==> src/rtl/approx_mult_err_monitor.sv <==
// Windowed error-statistics monitor for unsigned 8x8 approximate multipliers.
// Optional squared-error accumulator enabled by defining ERR_SQ_EN.
module approx_mult_err_monitor #(
    parameter int WIN_LOG2 = 10
) (
    input  logic                    clk,
    input  logic                    rst_n,
    input  logic                    clr,
    input  logic                    in_valid,
    output logic                    in_ready,
    input  logic [7:0]              x,
    input  logic [7:0]              y,
    input  logic [15:0]             z_approx,
    output logic                    out_valid,
    input  logic                    out_ready,
    output logic [16+WIN_LOG2-1:0]  sum_abs,
    output logic [17+WIN_LOG2-1:0]  sum_err,
    output logic [15:0]             max_abs,
    output logic [WIN_LOG2:0]       nz_cnt
`ifdef ERR_SQ_EN
    ,
    output logic [32+WIN_LOG2-1:0]  sum_sq
`endif
);

    typedef enum logic [1:0] {
        ACCUM = 2'd0,
        DRAIN = 2'd1,
        HOLD  = 2'd2
    } state_t;

    localparam logic [WIN_LOG2:0] LAST_CNT = (WIN_LOG2+1)'((1 << WIN_LOG2) - 1);

    state_t                  state_r;
    state_t                  state_next_s;
    logic                    in_ready_r;
    logic                    out_valid_r;
    logic [WIN_LOG2:0]       cnt_r;
    logic                    s1_valid_r;
    logic [15:0]             exact_r;
    logic [15:0]             z_r;
    logic                    accept_s;
    logic                    restart_s;
    logic [16:0]             diff_s;
    logic [15:0]             abs_s;
    logic                    nz_s;
    logic [16+WIN_LOG2-1:0]  sum_abs_r;
    logic [17+WIN_LOG2-1:0]  sum_err_r;
    logic [15:0]             max_abs_r;
    logic [WIN_LOG2:0]       nz_cnt_r;

    // Acceptance is suppressed by clr so a sample offered alongside it is dropped.
    assign accept_s  = in_valid && in_ready_r && !clr;
    assign restart_s = clr || ((state_r == HOLD) && out_ready);

    assign diff_s = {1'b0, exact_r} - {1'b0, z_r};
    assign abs_s  = (exact_r >= z_r) ? (exact_r - z_r) : (z_r - exact_r);
    assign nz_s   = (exact_r != z_r);

    // FSM state register
    always_ff @(posedge clk or negedge rst_n) begin
        if (!rst_n) begin
            state_r <= ACCUM;
        end else begin
            state_r <= state_next_s;
        end
    end

    // FSM next-state logic; clr forces ACCUM from any state
    always_comb begin
        state_next_s = state_r;
        case (state_r)
            ACCUM: begin
                if (accept_s && (cnt_r == LAST_CNT)) state_next_s = DRAIN;
                else                                  state_next_s = ACCUM;
            end
            DRAIN: begin
                if (!s1_valid_r) state_next_s = HOLD;
                else             state_next_s = DRAIN;
            end
            HOLD: begin
                if (out_ready) state_next_s = ACCUM;
                else           state_next_s = HOLD;
            end
            default: state_next_s = ACCUM;
        endcase
        if (clr) state_next_s = ACCUM;
        else     state_next_s = state_next_s;
    end

    // Handshake flags registered from the next state so they align with state_r
    always_ff @(posedge clk or negedge rst_n) begin
        if (!rst_n) begin
            in_ready_r  <= 1'b1;
            out_valid_r <= 1'b0;
        end else begin
            in_ready_r  <= (state_next_s == ACCUM);
            out_valid_r <= (state_next_s == HOLD);
        end
    end

    // Window sample counter
    always_ff @(posedge clk or negedge rst_n) begin
        if (!rst_n) begin
            cnt_r <= '0;
        end else if (restart_s) begin
            cnt_r <= '0;
        end else if (accept_s) begin
            cnt_r <= cnt_r + {{WIN_LOG2{1'b0}}, 1'b1};
        end else begin
            cnt_r <= cnt_r;
        end
    end

    // Stage 1: exact product and captured approximation
    always_ff @(posedge clk or negedge rst_n) begin
        if (!rst_n) begin
            s1_valid_r <= 1'b0;
            exact_r    <= 16'd0;
            z_r        <= 16'd0;
        end else if (restart_s) begin
            s1_valid_r <= 1'b0;
            exact_r    <= 16'd0;
            z_r        <= 16'd0;
        end else begin
            s1_valid_r <= accept_s;
            if (accept_s) begin
                exact_r <= 16'(x) * 16'(y);
                z_r     <= z_approx;
            end else begin
                exact_r <= exact_r;
                z_r     <= z_r;
            end
        end
    end

    // Stage 2: statistics accumulators
    always_ff @(posedge clk or negedge rst_n) begin
        if (!rst_n) begin
            sum_abs_r <= '0;
            sum_err_r <= '0;
            max_abs_r <= 16'd0;
            nz_cnt_r  <= '0;
        end else if (restart_s) begin
            sum_abs_r <= '0;
            sum_err_r <= '0;
            max_abs_r <= 16'd0;
            nz_cnt_r  <= '0;
        end else if (s1_valid_r) begin
            sum_abs_r <= sum_abs_r + {{WIN_LOG2{1'b0}}, abs_s};
            sum_err_r <= sum_err_r + {{WIN_LOG2{diff_s[16]}}, diff_s};
            max_abs_r <= (abs_s > max_abs_r) ? abs_s : max_abs_r;
            nz_cnt_r  <= nz_cnt_r + {{WIN_LOG2{1'b0}}, nz_s};
        end else begin
            sum_abs_r <= sum_abs_r;
            sum_err_r <= sum_err_r;
            max_abs_r <= max_abs_r;
            nz_cnt_r  <= nz_cnt_r;
        end
    end

`ifdef ERR_SQ_EN
    logic [31:0]            sq_s;
    logic [32+WIN_LOG2-1:0] sum_sq_r;

    // |err|^2 equals err^2 and keeps the multiplier unsigned
    assign sq_s = 32'(abs_s) * 32'(abs_s);

    // Squared-error accumulator
    always_ff @(posedge clk or negedge rst_n) begin
        if (!rst_n) begin
            sum_sq_r <= '0;
        end else if (restart_s) begin
            sum_sq_r <= '0;
        end else if (s1_valid_r) begin
            sum_sq_r <= sum_sq_r + {{WIN_LOG2{1'b0}}, sq_s};
        end else begin
            sum_sq_r <= sum_sq_r;
        end
    end

    assign sum_sq = sum_sq_r;
`endif

    assign in_ready  = in_ready_r;
    assign out_valid = out_valid_r;
    assign sum_abs   = sum_abs_r;
    assign sum_err   = sum_err_r;
    assign max_abs   = max_abs_r;
    assign nz_cnt    = nz_cnt_r;

endmodule

==> config.mk <==
export PLATFORM = sky130hd
export DESIGN_NAME = approx_mult_err_monitor
export DESIGN_NICKNAME = d
export VERILOG_FILES = /design/src/rtl/approx_mult_err_monitor.sv
export SDC_FILE = /design/constraint.sdc
export NUM_CORES = 1
export LEC_CHECK = 0
export BUFFER_PORTS_ARGS = -buffer_cell sky130_fd_sc_hd__buf_2
export CAP_MARGIN = 20
export CORE_ASPECT_RATIO = 1.4
export CORE_MARGIN = 2
export CORE_UTILIZATION = 55
export DETAILED_ROUTE_END_ITERATION = 8
export PLACE_DENSITY_LB_ADDON = 0.1
export SLEW_MARGIN = 0
export SYNTH_ARGS = -nofsm -noshare
export SYNTH_HDL_FRONTEND = slang
export SYNTH_SLANG_ARGS = --single-unit
==> constraint.sdc <==
create_clock -name clk -period 4 [get_ports clk]
set_input_delay 0.2 -clock clk [delete_from_list [all_inputs] [get_ports clk]]
set_output_delay 0.2 -clock clk [all_outputs]
set_load 0.01 [all_outputs]
==> results of run 1 <==
## worst register-to-register path: stages (launching register included)
cell,delay [ps]
dfrtp_1,400
inv_1,70
ha_2,170
inv_2,40
fa_2,380
a21o_1,190
a21oi_2,160
o21bai_1,110
a21oi_2,210
buf_4,150
buf_6,90
o211ai_1,90
a21oi_1,220
xnor2_1,100
mux2_4,300
ha_4,270
nand4_1,150
nor3_4,190
a211oi_2,100
o21ai_2,110
and3_4,250
buf_12,100
nor2_4,40
a22o_1,240
## Yosys cell counts (all sizes together) (33+ instances only)
library cell	count	area share, %
dfrtp	127	28
xor2	48	3.7
a21oi	118	5.3
nand2	133	4.4
mux2i	44	3.8
inv	126	4.1
clkbuf	33	1.1
nor2	124	4.1
xnor2	51	3.9
fa	40	7.0
and2	50	2.8
ha	130	14
o21ai	34	1.5
a21o	34	2.2
## report_power, final
group / switching [W] / internal, W / leakage, nW
Combinational: 0.00616 / 0.00618 / 5.89
Clock: 0.000651 / 0.000923 / 0.286
Sequential: 0.000257 / 0.00155 / 1.74
## placed cells by master (no fill, tap or decap), types with 19 or more instances in the layout
cell,count
xnor2_1,41
inv_1,117
dfrtp_1,126
ha_4,28
nand2_1,127
a21o_1,33
ha_1,99
xor2_1,45
fa_1,35
a21oi_2,35
nor2_1,116
buf_2,115
mux2i_1,39
nand3_1,20
a21oi_1,80
buf_4,231
buf_6,19
and2_1,42
## routing by layer
layer / vias up / track usage (%) / routed length, um
met2: 292 / 55.6 / 18100
met1: 5261 / 31.9 / 12600
met4: 0 / 14.0 / 1760
met3: 114 / 3.89 / 1050
li1: 5187 / - / -
met5: - / 0 / 0
## timing repair
item,CTS,global route
endpoints found under the hold margin,52,0
setup buffers,28,19
cloned,1,0
setup endpoints to repair,49,51
resized for setup,128,94
pin swaps,99,96
hold buffers,4,0
## area by class of cell
| cell class | instances | area share [%] |
|---|---|---|
| Multi-Input combinational cell | 1017 | 54.8 |
| Sequential cell | 128 | 20.1 |
| Timing Repair Buffer | 374 | 16.6 |
| Inverter | 126 | 2.96 |
| Clock buffer | 17 | 2.66 |
| Tap cell | 256 | 2.00 |
| Clock inverter | 15 | 0.994 |
## registers in the layout, summed over array words and instances, names as in the netlist
name and cells:
in_ready 1, exact_r 16, sum_err 27, s1_valid_r 1
state_r 2, out_valid 1, nz_cnt 11, max_abs 16
cnt_r 11, z_r 16, sum_abs 26
## kinds of logic (layout without fill, tap and decap cells)
kind of cell	Yosys count	in the layout	share of synthesized area, %
fa+ha+maj	170	170	21.2
buf+inv	173	532	6.01
flops	128	128	28.0
mux	49	49	4.34
compound gates	288	288	16.2
xor+xnor	99	99	7.58
simple gates	410	411	16.6
## final timing paths
kind                                           start                      end  slack, ps  cells after the start
worst max-delay path              z_r[0]$_DFFE_PN0P_  max_abs[13]$_DFFE_PN0P_       -260                     23
worst min-delay path                             clr      out_valid$_DFF_PN0_         10                      2
worst max register to register    z_r[0]$_DFFE_PN0P_  max_abs[13]$_DFFE_PN0P_       -260                     23
worst min register to register  state_r[1]$_DFF_PN0_     state_r[0]$_DFF_PN0_        460                      1
max in group asynchronous                      rst_n     s1_valid_r$_DFF_PN0_       2750                      3
min in group asynchronous                      rst_n  sum_err[21]$_DFFE_PN0P_        330                      2
## per-stage QoR
| stage | total power (W) | hold WS [ps] | util [%] | setup TNS (ps) |
|---|---|---|---|---|
| after CTS | 0.0143 | 4.33 | 75.2 | -3140 |
| after floorplan | 0.00767 | -95.6 | - | -308 |
| after global placement | 0.0111 | 276 | 68.0 | -14150 |
| after detailed placement | 0.0113 | 283 | 68.0 | -18330 |
| final | 0.0157 | 12.9 | 78.1 | -5370 |
| after global routing | 0.0168 | 12.8 | 78.1 | -12340 |
==> metrics.txt, run 1 <==
Clock Path Buffers=2; RePlAce Congestion=around 0.92; Synth Net Count=about 1,500; largest net degree at the start of global routing=about 80; number of synthesized flops with an enable pin=0; first-pass GRT wire length=between 50,000 and 60,000 um; Post-Syn Instances=roughly 1,300; Routed Antenna Nets=0; most used cell, CP=a21oi_2; DP HPWL=between 20,000 and 25,000 um; CTS tree=done; Max FO, Critical Path=6; static leakage=between 7 and 8 nW; max cap viols=0; die area=about 0.022 mm2; final instance area=0.0160 mm2; Crit Path Class=flop to flop; Placed Cells=~1,900; flop and latch count out of synthesis=between 100 and 150; fin crit share=106%; sequential area share after synthesis=around 28%; share of layout cells above drive strength 1=35.8%; Cell variety after synth=slightly below 70; Ant. Diodes=0; area grow syn2layout=39.7%; starting density of the core=55.9%; clock transition at the registers of the reported paths=around 60 ps; Worst EP required=between 4000 and 5000 ps; area of the multi-input gates=~0.009 mm2; Cell Pwr Density=983 mW/mm2; Top delay family on crit path=compound AO/OA/AOI/OAI gates; Worst Clk Skew=~15 ps; crit end category=flop; Slew HR=approximately 46%; Clock Sinks=128; Synth warnings=0; crit path time final=around 4300 ps; CP Launch Type=flop; final wirelength=33,600 um; worst slew pin tran=805 ps; vias post-DR=approximately 11,000; critical path's slowest cell=dfrtp_1; Top FF cell, synth=dfrtp_1; setup ws final=-259 ps; Num CTS Buffers=17; synthesized area=between 0.01 and 0.015 mm2; number of antenna violations at the first check in global routing=0; GRT overflow=0; peak supply drop=between 0.4 and 0.5 mV; critical path's largest stage delay=around 400 ps; Critical Path, Cell by Cell=inv_1 -> ha_2 -> inv_2 -> fa_2 -> a21o_1 -> a21oi_2 -> o21bai_1 -> a21oi_2 -> buf_4 -> buf_6 -> o211ai_1 -> a21oi_1 -> xnor2_1 -> mux2_4 -> ha_4 -> nand4_1 -> nor3_4 -> a211oi_2 -> o21ai_2 -> and3_4 -> buf_12 -> nor2_4 -> a22o_1; Final Setup Violations=36; DR pass1 iterations=5; Initial DRC Count=just over 600; vias per inst=5.62; async set-reset flop share out of synthesis=100%; overall die width=about 130 um; fillcell total=approximately 1,400; failing checks=negative setup slack; Post-route DRC=0; row cnt=62; status=complete, but fails checks; Total GRT Usage=29.4%; Placed Instance Area=0.0139 mm2; vias in the first global route=between 10,000 and 15,000; # port buffers=between 100 and 150; WL/cell=17.4 um; Finished Layout Cells=1,933; Peak Freq=around 230 MHz; HP Class=input pin to flop; core area=roughly 0.020 mm2; root buffer cell=clkbuf_16; I/O pin count=roughly 120; Seq. cell area=~0.0032 mm2; Worst Path Buf+Inv=5; RSZ-0062 raised after global routing=yes; final hold vios=0; height of the die=175 um; Max Slew Vio Count=0; Worst Path Arrival=roughly 4600 ps; Setup WS pre-CTS=-677 ps; H-tree levels=4; final net count=around 1,900; clk_lat worst skew=440 ps; Syn Area/Cell=8.69 um2
Note: power is estimated with default switching activity, not from simulation.
==> inputs of run 2 (changes only) <==
--- a/config.mk
+++ b/config.mk
@@ -12,6 +12,7 @@
 export CORE_UTILIZATION = 55
 export DETAILED_ROUTE_END_ITERATION = 8
 export PLACE_DENSITY_LB_ADDON = 0.1
+export SKIP_CTS_REPAIR_TIMING = 1
 export SLEW_MARGIN = 0
 export SYNTH_ARGS = -nofsm -noshare
 export SYNTH_HDL_FRONTEND = slang
==> constraint.sdc (replaced) <==
create_clock -name clk -period 4.8 [get_ports clk]
set_input_delay 0.24 -clock clk [delete_from_list [all_inputs] [get_ports clk]]
set_output_delay 0.24 -clock clk [all_outputs]
set_load 0.01 [all_outputs]
==> metrics.txt, run 2 (synthesis results as in run 1) <==
clk_lat worst skew=430 ps (about the same); crit path time final=4620 ps (+357 ps); Clock Sinks=128 (unchanged); end of the worst hold path=z_r[8]$_DFFE_PN0P_; peak supply drop=0.337 mV (-31%); core area=0.0205 mm2 (unchanged); max FFs per register=27 (unchanged); first-pass GRT wire length=45,600 um (-13%); share of layout cells above drive strength 1=15.4% (-20 points); crit end category=flop; RePlAce Congestion=0.956 (+4.0%); crit path launch=exact_r[11]$_DFFE_PN0P_; Final Setup Violations=0 (-100%); final hold vios=0 (unchanged); Routed Antenna Nets=0 (unchanged); Max Slew Vio Count=0 (unchanged); Worst Path Arrival=4940 ps (+360 ps); Post-route DRC=0 (unchanged); starting density of the core=55.9% (unchanged); Setup TNS=0 ps (+5370 ps); HP Class=input pin to flop; number of cells on the worst reg-to-reg path=20 (-13%); RSZ-0062 raised after global routing=yes; overall die width=126 um (unchanged); r2r setup slk=180 ps (+440 ps); FF-to-FF Start=exact_r[11]$_DFFE_PN0P_; Total GRT Usage=25.5% (-3.9 points); status=complete, no violations; Worst EP required=5120 ps (+800 ps); vias post-DR=9,638 (-11%); worst slew pin tran=845 ps (+40.6 ps); GR Layer Usage met3=3.61% (-0.28 points); max cap viols=0 (unchanged); I/O pin count=119 (unchanged); root buffer cell=clkbuf_16; final net count=1,659 (-11%); fin crit share=96.2% (-10 points); WL/cell=16.1 um (-7.2%); reg2reg end=max_abs[4]$_DFFE_PN0P_; Num CTS Buffers=17 (unchanged); vias per inst=5.60 (-0.26%); Worst Clk Skew=8.15 ps (-6.58 ps); grt peak-use layer=met2; worst hold path depth=3 (+1); Peak Freq=217 MHz (-7.7%); Slew HR=43.7% (-2.7 points); Layout Utilization=64.0% (-14 points); commonest non-fill, non-tap cells in the layout=131 x nand2_1, 129 x ha_1, 126 x inv_1, 126 x dfrtp_1, 123 x nor2_1; clock transition at the registers of the reported paths=60 ps (about the same); die area=0.0220 mm2 (unchanged); grt met2 use=47.0% (-8.7 points); vias in the first global route=9,613 (-14%); DP HPWL=21,900 um (-8.1%); GRT overflow=0 (unchanged); Clock Path Buffers=2 (unchanged); CTS tree=done; Hold Worst Slack=43.5 ps (+30.7 ps); Initial DRC Count=372 (-40%); number of antenna violations at the first check in global routing=0 (unchanged); Max FO, Critical Path=9 (+3); largest net degree at the start of global routing=78 (-1.3%); DR pass1 iterations=5 (unchanged); final wirelength=27,700 um (-17%); Crit Path Class=flop to flop; Ant. Diodes=0 (unchanged); grt met1 use=29.4% (-2.6 points); # port buffers=118 (unchanged); most common cell after layout, fill and taps aside=nand2_1; row cnt=62 (unchanged); height of the die=175 um (unchanged); fillcell total=1,822 (+33%); H-tree levels=4 (unchanged); Worst Hold Launch=z_approx[8]; Cell Pwr Density=705 mW/mm2 (-28%); area grow syn2layout=14.5%; static leakage=6.64 nW (-16%); CP Launch Type=flop
==> run 2: changes by cell type in the layout (fill, tap and decap cells not counted), moves of 10 or more <==
cell     previous run  this run
buf_6              19         0
a21oi_2            35         5
ha_4               28         0
o21ai_0            17        32
a21oi_1            80       113
xnor2_1            41        51
ha_1               99       129
buf_4             231        45
==> run 2: layer usage <==
layer	up-vias	part of all wire, %
li1	4752	-
met1	4655	42
met4	0	3.2
met5	-	0
met2	175	52
met3	56	2.8
==> run 2: power by group <==
group / switching, W / internal [W] / leakage (nW) / total (W)
logic: 0.00364 / 0.00281 / 4.62 / 0.00645
clock network: 0.000532 / 0.000773 / 0.280 / 0.00130
registers: 0.000196 / 0.00129 / 1.74 / 0.00149
total: 0.00436 / 0.00488 / 6.64 / 0.00924
==> run 2: stage by stage <==
step	area, um2	setup slack [ps]	instances	total power, W
after floorplan	11400	301	1317	0.00622
after global placement	12500	29.8	1688	0.00778
after detailed placement	12500	-17.6	1688	0.00786
after CTS	13100	155	1720	0.00922
after global routing	13100	-40.6	1721	0.0101
final	13100	184	1721	0.00924
==> run 2: cell type report <==
cell class                      count  area, um2  share of cell area [%]
Multi-Input combinational cell   1016       7590                    57.9
Tap cell                          256        320                    2.44
Clock inverter                     14        156                    1.19
Inverter                          126        473                    3.61
Clock buffer                       18        429                    3.27
Timing Repair Buffer              163        933                    7.12
Sequential cell                   128       3210                    24.5
==> run 2: critical path, cell delays in order (launching register included) <==
cell and delay, ps:
dfrtp_1 400, inv_1 60, ha_1 500, nand2_1 100, nor2_1 240, nand2_1 120
nor2_1 150, nand4_1 220, nand2_4 210, buf_4 180, mux2i_1 240, xnor2_1 220
ha_1 320, a21oi_1 130, nor2_1 60, a2111oi_1 510, o21ai_0 180, nand3_1 190
buf_4 190, nor2_1 60, a211oi_1 230
==> run 2: worst max-delay path by stage <==
| stage | endpoint | slack [ps] |
|---|---|---|
| floorplan | exact_r[15]$_DFFE_PN0P_ | 300 |
| global placement | exact_r[15]$_DFFE_PN0P_ | 30 |
| detailed placement | exact_r[15]$_DFFE_PN0P_ | -20 |
| CTS | max_abs[0]$_DFFE_PN0P_ | 150 |
| global route | sum_err[26]$_DFFE_PN0P_ | -40 |
| finish | max_abs[4]$_DFFE_PN0P_ | 180 |
